**config.mk**
```make
export PLATFORM = sky130hd
export DESIGN_NAME = even_parity_serial_tx
export DESIGN_NICKNAME = d
export VERILOG_FILES = /design/src/rtl/even_parity_serial_tx.sv
export SDC_FILE = /design/constraint.sdc
export NUM_CORES = 1
export LEC_CHECK = 0
export BUFFER_PORTS_ARGS = -buffer_cell sky130_fd_sc_hd__buf_2
export CORE_AREA = 3 3 40 42
export CTS_BUF_LIST = sky130_fd_sc_hd__clkbuf_2
export CTS_CLUSTER_DIAMETER = 30
export CTS_CLUSTER_SIZE = 25
export DETAILED_ROUTE_END_ITERATION = 16
export DIE_AREA = 0 0 43 45
export PLACE_DENSITY = 0.8
export SLEW_MARGIN = 20
export SYNTH_ARGS = -nofsm -noshare
export SYNTH_HDL_FRONTEND = slang
export SYNTH_SLANG_ARGS = --single-unit
```
**constraint.sdc**
```tcl
create_clock -name clk -period 3.25 [get_ports clk]
set_input_delay 0.4875 -clock clk [delete_from_list [all_inputs] [get_ports clk]]
set_output_delay 0.4875 -clock clk [all_outputs]
set_load 0.005 [all_outputs]
```
**src/rtl/even_parity_serial_tx.sv**
```systemverilog
// even_parity_serial_tx: parallel-to-serial transmitter with even parity.
// Accepts a DATA_W-bit word over valid/ready, shifts it out LSB first on
// serial_out, then appends one parity bit so each DATA_W+1 bit frame holds
// an even number of ones. frame_out and busy flag the frame cycles.
// A word may be accepted in the parity cycle, giving back-to-back frames.
// Optional macro EVEN_PARITY_TX_ERR_INJECT_EN adds inject_err, which inverts
// the parity bit of the accepted frame to produce a deliberately bad frame.
module even_parity_serial_tx #(
  parameter int unsigned DATA_W = 8
) (
  input  logic              clk,
  input  logic              reset,
  input  logic [DATA_W-1:0] data_in,
  input  logic              valid_in,
`ifdef EVEN_PARITY_TX_ERR_INJECT_EN
  input  logic              inject_err,
`endif
  output logic              ready_out,
  output logic              serial_out,
  output logic              frame_out,
  output logic              busy
);

  localparam int unsigned      CNT_W    = $clog2(DATA_W);
  localparam logic [CNT_W-1:0] LAST_BIT = CNT_W'(DATA_W - 1);

  typedef enum logic [1:0] {
    IDLE   = 2'd0,
    DATA   = 2'd1,
    PARITY = 2'd2
  } state_t;

  state_t              state_q, state_d;
  logic [DATA_W-1:0]   shift_q, shift_d;
  logic [CNT_W-1:0]    cnt_q, cnt_d;
  logic                par_q, par_d;
  logic                serial_d;
  logic                frame_d;
  logic                busy_d;
  logic                accept_c;
  logic                word_par_c;

  // Handshake: ready in IDLE and in the parity cycle, never during reset
  always_comb begin
    ready_out = 1'b0;
    if (!reset && (state_q == IDLE || state_q == PARITY)) begin
      ready_out = 1'b1;
    end
    accept_c = valid_in && ready_out;
  end

  // Parity of the incoming word, optionally inverted for error injection
  always_comb begin
`ifdef EVEN_PARITY_TX_ERR_INJECT_EN
    word_par_c = (^data_in) ^ inject_err;
`else
    word_par_c = ^data_in;
`endif
  end

  // Next state and next registered outputs
  always_comb begin
    state_d  = state_q;
    shift_d  = shift_q;
    cnt_d    = cnt_q;
    par_d    = par_q;
    serial_d = 1'b0;
    frame_d  = 1'b0;
    busy_d   = 1'b0;

    case (state_q)
      IDLE: begin
        if (accept_c) begin
          state_d  = DATA;
          shift_d  = data_in;
          cnt_d    = '0;
          par_d    = word_par_c;
          serial_d = data_in[0];
          frame_d  = 1'b1;
          busy_d   = 1'b1;
        end
      end

      DATA: begin
        frame_d = 1'b1;
        busy_d  = 1'b1;
        if (cnt_q == LAST_BIT) begin
          // Last data bit is on the line; parity follows
          state_d  = PARITY;
          serial_d = par_q;
        end else begin
          shift_d  = shift_q >> 1;
          cnt_d    = cnt_q + CNT_W'(1);
          serial_d = shift_d[0];
        end
      end

      PARITY: begin
        if (accept_c) begin
          // Back-to-back frame: no idle gap after the parity bit
          state_d  = DATA;
          shift_d  = data_in;
          cnt_d    = '0;
          par_d    = word_par_c;
          serial_d = data_in[0];
          frame_d  = 1'b1;
          busy_d   = 1'b1;
        end else begin
          state_d = IDLE;
        end
      end

      default: begin
        state_d = IDLE;
      end
    endcase
  end

  // State register
  always_ff @(posedge clk) begin
    if (reset) begin
      state_q <= IDLE;
    end else begin
      state_q <= state_d;
    end
  end

  // Datapath and output registers
  always_ff @(posedge clk) begin
    if (reset) begin
      shift_q    <= '0;
      cnt_q      <= '0;
      par_q      <= 1'b0;
      serial_out <= 1'b0;
      frame_out  <= 1'b0;
      busy       <= 1'b0;
    end else begin
      shift_q    <= shift_d;
      cnt_q      <= cnt_d;
      par_q      <= par_d;
      serial_out <= serial_d;
      frame_out  <= frame_d;
      busy       <= busy_d;
    end
  end

endmodule

```
==> results.cfg <==
[outcome]
outcome = complete, no violations

[routing]
drc = 0
antenna_left = 0
num_vias = 574
viasPerCell = 5.27
routedWlPerCell_um = 11.9
drt_first_pass_iters = 4
drt_iter0_drc = 8
wirelength_um = 1300

[worst_setup_path]
path_common_cell = ha_1
start_kind = register
crit_path_end = shift_q[5]
crit_type = reg -> reg
r2r-end = shift_q[5]
worstRegToRegCells = 6
startpoint = cnt_q[0]
critPathBufInv = 0
crit_chain = ha_1 -> ha_1 -> nor3b_4 -> nor2_2 -> nand2_1 -> a21oi_1
slowest_delay_ns = 0.37
endpoint_kind = register
rrSetupSlack_ns = 1.67
crit_arrival_ns = 1.77
crit_cells = 6
crit_path_top_delay_cell = nor3b_4
critPathTopFamily = simple AND/OR/NAND/NOR gates
crit-reg2reg-launch = cnt_q[0]
cp.required_ns = 3.43
critPathMaxFanout = 8

[logic_synthesis]
syn_area_per_cell_um2 = 8.77
synth_area_um2 = 711
ys_ff_latch = 15
ys_seq_area_frac = 0.423
synth_cell_types = 21
synth_fp_nets = 94
synth_cells = 81
ys.warnings.count = 0

[place]
place_ws_ns = 1.68
dp_cells = 105
place.gp.congestion = 0.683
portBuffers = 14
dp_hpwl_um = 965

[final_layout]
fin_util = 0.613
drive_gt1_frac = 0.223
nets = 108
final_common_cell = dfxtp_1
final_cell_mix = dfxtp_1 (15), a21oi_1 (14), buf_2 (14)
antenna_cells = 0
syn2layout_area_growth_pct = 10.9
layout.cells.non_filler = 109

[clock_tree]
cts_sinks = 15
cts_tree = done
clk_pin_slew_worst_paths_ns = 0.14
clock_latency_ns = 0.29
post_cts_resized = 0
postCtsSetupBuffers = 0
cts_buffer_depth = 2
cts_max_level = 1
root_buffer = clkbuf_2
hold_buffers = 0
numCtsBuffers = 3

[flow_run]
maxCapViolations = 0

[global_routing]
grt_max_degree = 17
track_usage = 0.156
grt_pass1_wl_um = 2230
grt_overflow = 0
antenna_found_initial = 0
grt_pass1_vias = 528

[pwr]
p_per_area_mw_per_mm2 = 451
vdd_drop_max_mv = 0.284
finalPower_mw = 0.355
p_leak_nw = 0.310

[timing]
rsz0062_at_grt = false
fmax_ghz = 0.632
worstMarginPinSlew_ns = 0.449
timing.final.crit_share = 0.487
skew_ns = 0.00542
setup_viol = 0
setup_ws_ns = 1.67
slew_violations = 0
period_needed_ns = 1.58
slew_headroom = 0.700
setup_tns_ns = 0
finalHoldViolations = 0

[floorplan]
die_w_um = 43
die_area_mm2 = 0.00194
die_h_um = 45
start_util = 0.553
io_pins = 15
rows = 13
fp.coreArea_mm2 = 0.00128

[min_path]
hold_class = in -> reg
[metal layers]
layer	routed length [um]	track usage	up-vias
li1	-	-	300
met1	622	0.179	262
met2	598	0.257	10
met3	66	0.0717	2
met4	12	0.0542	0
met5	0	0	-
[Yosys cell counts]
cell       n  area (um2)
nand2_1    8        30.0
buf_6      1        11.3
nand3_1    2        10.0
nor3b_4    1        18.8
clkbuf_1   2        7.51
a22oi_1    6        45.0
xnor2_1    7        61.3
inv_1      1        3.75
a21oi_1   14        70.1
buf_4      1        7.51
nor2_2     1        6.26
xor2_1     1        8.76
and2b_1    1        7.51
dfxtp_1   15         300
nor3b_1    3        22.5
buf_2      1        5.00
mux2i_1    1        10.0
nor2_1    11        41.3
ha_1       2        25.0
nand2b_1   1        6.26
a211oi_2   1        12.5
[logic make-up after synthesis]
| family | share of synthesized area |
|---|---|
| AOI/OAI and AO/OA | 0.180 |
| xor gates and xnor gates | 0.0986 |
| adders and majority gates | 0.0352 |
| buffers and inverters | 0.0493 |
| DFF | 0.423 |
| muxes | 0.0141 |
| and+or+nand+nor | 0.201 |
[worst reg2reg max path: cells and delay by family (launching register included)]
family	cells	cell delay, ns
DFF	1	0.36
and+or+nand+nor	3	0.62
AOI/OAI and AO/OA	1	0.07
adders and majority gates	2	0.44
[registers in the layout (all words and copies together), names as in the netlist]
signal,count
cnt_q,3
busy,1
serial_out,1
state_q,2
shift_q,7
par_q,1
[report_power, final]
part	switching (mW)	leakage [nW]	internal (mW)
combinational	0.0342	0.170	0.0309
clock	0.0589	0.0164	0.0278
sequential	0.00794	0.123	0.196
total	0.101	0.310	0.254
[how the worst min path moves through the flow]
stage,start,end,slack (ns),depth (start not counted)
2_1_floorplan,shift_q[1],shift_q[1],0.44,2
3_3_place_gp,shift_q[5],shift_q[5],0.44,2
3_5_place_dp,shift_q[3],shift_q[3],0.45,2
4_1_cts,data_in[0],serial_out,0.45,3
5_1_grt,data_in[0],serial_out,0.45,3
6_report,data_in[7],shift_q[7],0.46,3
[per-stage QoR]
| stage | hold WS, ns | instance area [um2] |
|---|---|---|
| 6_report | 0.464 | 788 |
| 5_1_grt | 0.454 | 788 |
| 4_1_cts | 0.455 | 788 |
| 3_5_place_dp | 0.452 | 768 |
| 3_3_place_gp | 0.443 | 768 |
| 2_1_floorplan | 0.436 | 711 |
[final cells by class]
type                       count  area, um2
fill                         120        497
multi-input combinational     60        375
sequential                    15        300
timing repair buffer          14       70.1
tap                           15       18.8
clock buffer                   3       15.0
clock inverter                 1       5.00
inverter                       1       3.75
No activity file was read; power rests on OpenSTA's default activity.
